File: config.mk
export PLATFORM = sky130hd
export DESIGN_NAME = board_reset_seq
export DESIGN_NICKNAME = d
export VERILOG_FILES = /design/src/rtl/board_pkg.sv /design/src/rtl/btn_debounce.sv /design/src/rtl/board_reset_seq.sv
export SDC_FILE = /design/constraint.sdc
export NUM_CORES = 1
export LEC_CHECK = 0
export BUFFER_PORTS_ARGS = -buffer_cell sky130_fd_sc_hd__buf_2
export CORE_MARGIN = 1
export CORE_UTILIZATION = 65
export DETAILED_ROUTE_END_ITERATION = 8
export PLACE_DENSITY_LB_ADDON = 0.15
export SLEW_MARGIN = 0
export SYNTH_ARGS = -nofsm -noshare
export SYNTH_HDL_FRONTEND = slang
export SYNTH_SLANG_ARGS = --single-unit
File: constraint.sdc
create_clock -name clk -period 3.9 [get_ports clk]
set_input_delay 0.39 -clock clk [delete_from_list [all_inputs] [get_ports clk]]
set_output_delay 0.39 -clock clk [all_outputs]
set_load 0.01 [all_outputs]
File: src/rtl/board_pkg.sv
// -----------------------------------------------------------------------------
// board_pkg
// Shared definitions for the board reset / startup sequencer:
//   - seq_state_t : sequencer FSM states (HOLD, RELEASE, RUN)
//   - DEF_*       : default parameter values for the board build
//   - cnt_width() : width of a counter that must hold 0..max_val inclusive
// -----------------------------------------------------------------------------
package board_pkg;

    typedef enum logic [1:0] {
        HOLD    = 2'd0,   // every channel held in reset, filtering lock
        RELEASE = 2'd1,   // releasing channels one at a time
        RUN     = 2'd2    // all channels released
    } seq_state_t;

    localparam int DEF_N_CH            = 3;
    localparam int DEF_DEBOUNCE_CYCLES = 65000;
    localparam int DEF_LOCK_FILTER     = 256;
    localparam int DEF_STAGE_GAP       = 16;

    // Counters saturate at their terminal value, so they must be able to
    // represent max_val itself, not just max_val-1.
    function automatic int cnt_width(input int max_val);
        return (max_val < 1) ? 1 : $clog2(max_val + 1);
    endfunction

endpackage

File: src/rtl/btn_debounce.sv
// -----------------------------------------------------------------------------
// btn_debounce
// Two-flop synchroniser followed by a consecutive-sample debounce filter for a
// slow asynchronous board input (push-button, jumper, switch).
//
// The filtered level only changes after the synchronised input has disagreed
// with it on DEBOUNCE_CYCLES consecutive edges; any agreement restarts the
// count.
//
// Ports:
//   clk    in   sampling clock
//   rst_n  in   synchronous active-low reset (clears synchroniser, level, count)
//   raw    in   asynchronous input
//   db     out  debounced level. It is the value the internal level register
//               takes at the coming edge, so a consumer registering on the
//               same edge sees a change on the edge the filter accepts it.
//               Driven only from flops; there is no path from raw.
// -----------------------------------------------------------------------------
module btn_debounce
    import board_pkg::*;
#(
    parameter int DEBOUNCE_CYCLES = DEF_DEBOUNCE_CYCLES
) (
    input  logic clk,
    input  logic rst_n,
    input  logic raw,
    output logic db
);

    localparam int            CW       = cnt_width(DEBOUNCE_CYCLES);
    localparam logic [CW-1:0] CNT_LAST = CW'(DEBOUNCE_CYCLES - 1);

    (* ASYNC_REG = "TRUE" *) logic sync1;
    (* ASYNC_REG = "TRUE" *) logic sync2;

    logic          db_q;
    logic          db_next;
    logic [CW-1:0] cnt;
    logic [CW-1:0] cnt_next;

    // NOTE: state flops use non-blocking assignments so every register
    // samples the pre-edge value of every other register.
    always_ff @(posedge clk) begin
        if (!rst_n) begin
            sync1 <= 1'b0;
            sync2 <= 1'b0;
            db_q  <= 1'b0;
            cnt   <= '0;
        end else begin
            sync1 <= raw;
            sync2 <= sync1;
            db_q  <= db_next;
            cnt   <= cnt_next;
        end
    end

    // NOTE: every output of this block is given a default first, so no path
    // through it leaves a variable unassigned and no latch is inferred.
    always_comb begin
        db_next  = db_q;
        cnt_next = '0;
        if (sync2 != db_q) begin
            // This edge is one more disagreement; accept the new level when
            // it completes the required run, otherwise keep counting.
            if (cnt >= CNT_LAST) begin
                db_next = sync2;
            end else begin
                cnt_next = cnt + 1'b1;
            end
        end
    end

    assign db = db_next;

endmodule

File: src/rtl/board_reset_seq.sv
// -----------------------------------------------------------------------------
// board_reset_seq
// Board-level reset and startup sequencer between the clock wizard and the
// functional top. Waits for a stable PLL lock with the button released, then
// releases N_CH active-high channel resets in ascending order, STAGE_GAP
// cycles apart. Lock loss, a debounced button press or a soft-reset request
// aborts the sequence and re-asserts every channel.
//
// Ports:
//   clk         in   sequencer clock (65 MHz domain)
//   rst_n       in   synchronous active-low reset
//   btn_raw     in   asynchronous push-button, active-high
//   pll_locked  in   asynchronous clock-wizard lock flag
//   sw_rst      in   synchronous single-cycle soft-reset request
//   rst_out     out  active-high reset per channel, bit 0 released first
//   ready       out  high once every channel is released
//   fault       out  sticky: lock was lost while in RUN; cleared by rst_n only
// -----------------------------------------------------------------------------
module board_reset_seq
    import board_pkg::*;
#(
    parameter int N_CH            = DEF_N_CH,
    parameter int DEBOUNCE_CYCLES = DEF_DEBOUNCE_CYCLES,
    parameter int LOCK_FILTER     = DEF_LOCK_FILTER,
    parameter int STAGE_GAP       = DEF_STAGE_GAP
) (
    input  logic            clk,
    input  logic            rst_n,
    input  logic            btn_raw,
    input  logic            pll_locked,
    input  logic            sw_rst,
    output logic [N_CH-1:0] rst_out,
    output logic            ready,
    output logic            fault
);

    localparam int LW = cnt_width(LOCK_FILTER);
    localparam int GW = cnt_width(STAGE_GAP);
    localparam int IW = (N_CH > 1) ? $clog2(N_CH) : 1;

    localparam logic [LW-1:0] LOCK_LAST = LW'(LOCK_FILTER - 1);
    localparam logic [LW-1:0] LOCK_MAX  = LW'(LOCK_FILTER);
    localparam logic [GW-1:0] GAP_LAST  = GW'(STAGE_GAP - 1);
    localparam logic [GW-1:0] GAP_MAX   = GW'(STAGE_GAP);
    localparam logic [IW-1:0] IDX_LAST  = IW'(N_CH - 1);

    // -------------------------------------------------------------------------
    // Input conditioning
    // -------------------------------------------------------------------------
    (* ASYNC_REG = "TRUE" *) logic lock_sync1;
    (* ASYNC_REG = "TRUE" *) logic locked_s;

    logic btn_db;

    btn_debounce #(
        .DEBOUNCE_CYCLES (DEBOUNCE_CYCLES)
    ) u_btn_debounce (
        .clk   (clk),
        .rst_n (rst_n),
        .raw   (btn_raw),
        .db    (btn_db)
    );

    // -------------------------------------------------------------------------
    // Sequencer state
    // -------------------------------------------------------------------------
    seq_state_t      state;
    seq_state_t      state_next;
    logic [LW-1:0]   lock_cnt;
    logic [LW-1:0]   lock_cnt_next;
    logic [GW-1:0]   gap_cnt;
    logic [GW-1:0]   gap_cnt_next;
    logic [IW-1:0]   idx;            // highest channel already released
    logic [IW-1:0]   idx_next;
    logic [N_CH-1:0] rst_out_next;
    logic            ready_next;
    logic            fault_next;
    logic            abort_req;

    // Any one of these tears the sequence down once it has started.
    assign abort_req = !locked_s || btn_db || sw_rst;

    always_ff @(posedge clk) begin
        if (!rst_n) begin
            lock_sync1 <= 1'b0;
            locked_s   <= 1'b0;
            state      <= HOLD;
            lock_cnt   <= '0;
            gap_cnt    <= '0;
            idx        <= '0;
            rst_out    <= '1;
            ready      <= 1'b0;
            fault      <= 1'b0;
        end else begin
            lock_sync1 <= pll_locked;
            locked_s   <= lock_sync1;
            state      <= state_next;
            lock_cnt   <= lock_cnt_next;
            gap_cnt    <= gap_cnt_next;
            idx        <= idx_next;
            rst_out    <= rst_out_next;
            ready      <= ready_next;
            fault      <= fault_next;
        end
    end

    always_comb begin
        state_next    = state;
        lock_cnt_next = lock_cnt;
        gap_cnt_next  = gap_cnt;
        idx_next      = idx;
        rst_out_next  = rst_out;
        ready_next    = ready;
        fault_next    = fault;

        if (state != HOLD && abort_req) begin
            // Abort wins over any release due on this same edge.
            if (state == RUN && !locked_s) begin
                fault_next = 1'b1;
            end
            state_next    = HOLD;
            rst_out_next  = '1;
            ready_next    = 1'b0;
            lock_cnt_next = '0;
            gap_cnt_next  = '0;
            idx_next      = '0;
        end else begin
            unique case (state)
                HOLD: begin
                    rst_out_next = '1;
                    ready_next   = 1'b0;
                    gap_cnt_next = '0;
                    idx_next     = '0;
                    if (!locked_s) begin
                        lock_cnt_next = '0;
                    end else if (lock_cnt >= LOCK_LAST && !btn_db && !sw_rst) begin
                        // The count may have saturated while the button was
                        // still held, hence >= rather than ==.
                        state_next      = RELEASE;
                        rst_out_next[0] = 1'b0;
                        lock_cnt_next   = '0;
                    end else if (lock_cnt != LOCK_MAX) begin
                        lock_cnt_next = lock_cnt + 1'b1;
                    end
                end

                RELEASE: begin
                    if (idx == IDX_LAST) begin
                        // Last channel went out on the previous edge.
                        state_next = RUN;
                        ready_next = 1'b1;
                    end else if (gap_cnt >= GAP_LAST) begin
                        idx_next     = idx + 1'b1;
                        gap_cnt_next = '0;
                        for (int i = 0; i < N_CH; i++) begin
                            if (i == int'(idx_next)) begin
                                rst_out_next[i] = 1'b0;
                            end
                        end
                    end else if (gap_cnt != GAP_MAX) begin
                        gap_cnt_next = gap_cnt + 1'b1;
                    end
                end

                RUN: begin
                    // Outputs hold until an abort.
                end

                default: begin
                    state_next    = HOLD;
                    rst_out_next  = '1;
                    ready_next    = 1'b0;
                    lock_cnt_next = '0;
                    gap_cnt_next  = '0;
                    idx_next      = '0;
                end
            endcase
        end
    end

endmodule
==> flow_summary.ini <==
[logic_synthesis]
ys_warn_count = 0
synth-edff-count = 0
yosysTopAreaCell = dfxtp_1
synth_top_flop_cell = dfxtp_1
synth_top_area_share_pct = 39.9
yosysSeqAreaShare_pct = 39.9
avgSynthCellArea_um2 = 8.65
synth_area_um2 = 2210
syn_inst = 255
synth_nets = 275
ys_seq_elements = 44
ys_top_cells_by_area = dfxtp_1 40%, ha_1 8.5%, nor2_1 7.3%
synth_cell_types = 43
synthArstFlopShare_pct = 0

[critical_path]
path_class = reg2reg
arrival_ns = 2.75
path_cells = ha_1, a211o_1, a21oi_2, o21a_1, o31a_1, nand2b_4, a211oi_2
cp_num_buf_inv = 0
worstPathMaxFanout = 19
critPathCaptureType = flip-flop
worstSetupStartpointType = flip-flop
crit_family = compound AO/OA/AOI/OAI gates
critPathMaxStageDelay_ns = 0.69
startpoint = u_btn_debounce.cnt[0]
worstReg2RegStart = u_btn_debounce.cnt[0]
cp.required_ns = 4.13
slowest_stage = o31a_1

[routing]
wl_met1_um = 1880
first_pass_iters = 4
routedWlPerCell_um = 11.9
highest_layer = met4
vias = 1672
wl_um = 3690
drt-initial-drc-count = 67
viasPerCell = 5.39
drcViolationCount = 0
wl_met2_um = 1680
dr_wl_met3_um = 88
drtAntennaViolNets = 0

[clock_tree]
clock_path_buffers = 2
post-cts-setup-buffers = 0
clk_pin_slew_ns = 0.12
cts-root-buf = clkbuf_4
cts-resized-gates = 0
hold_buffers = 0
clock_sinks = 44
insertion_delay_ns = 0.35
cts_tree = done
cts_inserted_buffers = 5
h-tree-depth = 2

[placed_design]
post-dp-hpwl_um = 2620
placed_area_um2 = 2270
port_buffers = 9
place.gp.congestion = 0.860

[floorplanning]
die_y_um = 60.3
core_um2 = 3130
start_util_pct = 70.5
dieArea_um2 = 3630
rows = 20
io_pins = 10
dieWidth_um = 60.3

[hold_path]
hp-start = btn_raw
holdCritPathClass = in2reg

[pwr]
p_leak_nw = 0.866
p_per_area_nw_per_um2 = 343
peakVddDrop_mv = 0.305

[global_route]
track_usage_pct = 22.7
grt_max_degree = 20
grt_overflow = 0
antenna_found_initial = 0
grt_first_pass_wirelength_um = 6220
grt_pass1_vias = 1476

[job]
max-cap-violations = 0

[sta]
rsz0062_at_grt = false
skew_ns = 0.0101
finalHoldViolCount = 0
fin_tns_setup_ns = 0
tightest_slew_ns = 1.13
finalCriticalPeriod_ns = 2.52
drv_slew = 0
clock.fmax_mhz = 397
maxSlewHeadroom_pct = 24.2
finalSetupViolCount = 0
layout_worst_path_cycle_share_pct = 64.5

[cells_and_area]
fin_nets = 286
drive_gt1_share_pct = 10.9
layout_commonest_cell = dfxtp_1
final_area_um2 = 2370
antenna_cells = 0
mostFrequentLayoutCells = 44 x dfxtp_1, 43 x nor2_1, 20 x nand2_1
area.growth.synth_to_final_pct = 7.32

[run_status]
status = complete, no violations
layout make-up:
cell class              count  area [µm²]
fillers                   230         761
repair buffers              9        45.0
inverters                  17        63.8
multi-input cells         189        1220
clock inverters             2        60.1
flip-flops and latches     44         881
clock buffers               5        37.5
well taps                  44        55.1
Yosys cell counts (2+ instances only):
cell type and count:
or4b_1 2, a21oi_1 8, o21bai_1 2, nor3b_1 2, o21a_1 2, or3b_1 2
nand3_1 11, inv_1 17, and4_4 2, a21oi_2 2, dfxtp_1 44, nand4_1 7
o21ai_0 3, buf_6 2, nand2b_1 2, a211oi_2 2, nor2b_1 4, o32a_1 2
nor3_1 13, o211ai_1 2, nand2_1 20, ha_1 15, xor2_1 12, nor3_2 3
a31oi_1 2, and2_1 4, nor2_1 43, xnor2_1 9, buf_2 2
kinds of logic after synthesis:
logic type / Yosys count / synth area share (%)
compound gates: 32 / 10.7
xor+xnor: 21 / 8.34
fa+ha+maj: 15 / 8.51
buf+inv: 22 / 4.54
flops: 44 / 39.9
simple gates: 121 / 28.0
sequential cells by signal, indices dropped and copies added (netlist names):
| register | flops |
|---|---|
| u_btn_debounce.db_q | 1 |
| u_btn_debounce.cnt | 16 |
| rst_out | 3 |
| idx | 2 |
| lock_cnt | 9 |
| u_btn_debounce.sync1 | 1 |
| fault | 1 |
| lock_sync1 | 1 |
| locked_s | 1 |
| u_btn_debounce.sync2 | 1 |
| gap_cnt | 5 |
| ready | 1 |
| state | 2 |
worst paths after layout:
path	to	slack, ns	cells after the start
hold / removal	u_btn_debounce.sync1	0.24	2
setup reg to reg	gap_cnt[4]	1.38	7
setup / recovery	gap_cnt[4]	1.38	7
hold reg to reg	locked_s	0.45	1
through the flow:
step                util [%]  power [W]  hold WS [ns]  setup slack [ns]  instances
detailed placement      72.6   0.000480         0.422              1.40        303
CTS                     75.7   0.000815         0.232              1.35        310
floorplan                  -   0.000476         0.412              1.93        255
global placement        72.6   0.000479         0.418              1.49        303
global route            75.7   0.000834         0.225              1.17        310
finish                  75.7   0.000812         0.237              1.38        310
where the power goes:
| part | leakage, nW | switching, W | internal (W) | total [W] |
|---|---|---|---|---|
| logic | 0.460 | 0.00000973 | 0.00000568 | 0.0000154 |
| registers | 0.355 | 0.00000205 | 0.000452 | 0.000454 |
| clock network | 0.0513 | 0.000146 | 0.000196 | 0.000342 |
| total | 0.866 | 0.000158 | 0.000654 | 0.000812 |
worst register-to-register path, delay by kind of cell, from the launching register on:
family                     cells  cell delay (ns)
AOI/OAI and AO/OA              5             1.48
DFF                            1             0.35
and+or+nand+nor                1             0.30
adders and majority gates      1             0.26
per-layer routing:
metal | vias to the layer above | global-route usage, %
met1 | 758 | 30.2
met4 | 0 | 8.31
met3 | 7 | 5.41
li1 | 885 | -
met2 | 22 | 35.3
met5 | - | 0
(Power assumes the default switching activity.)
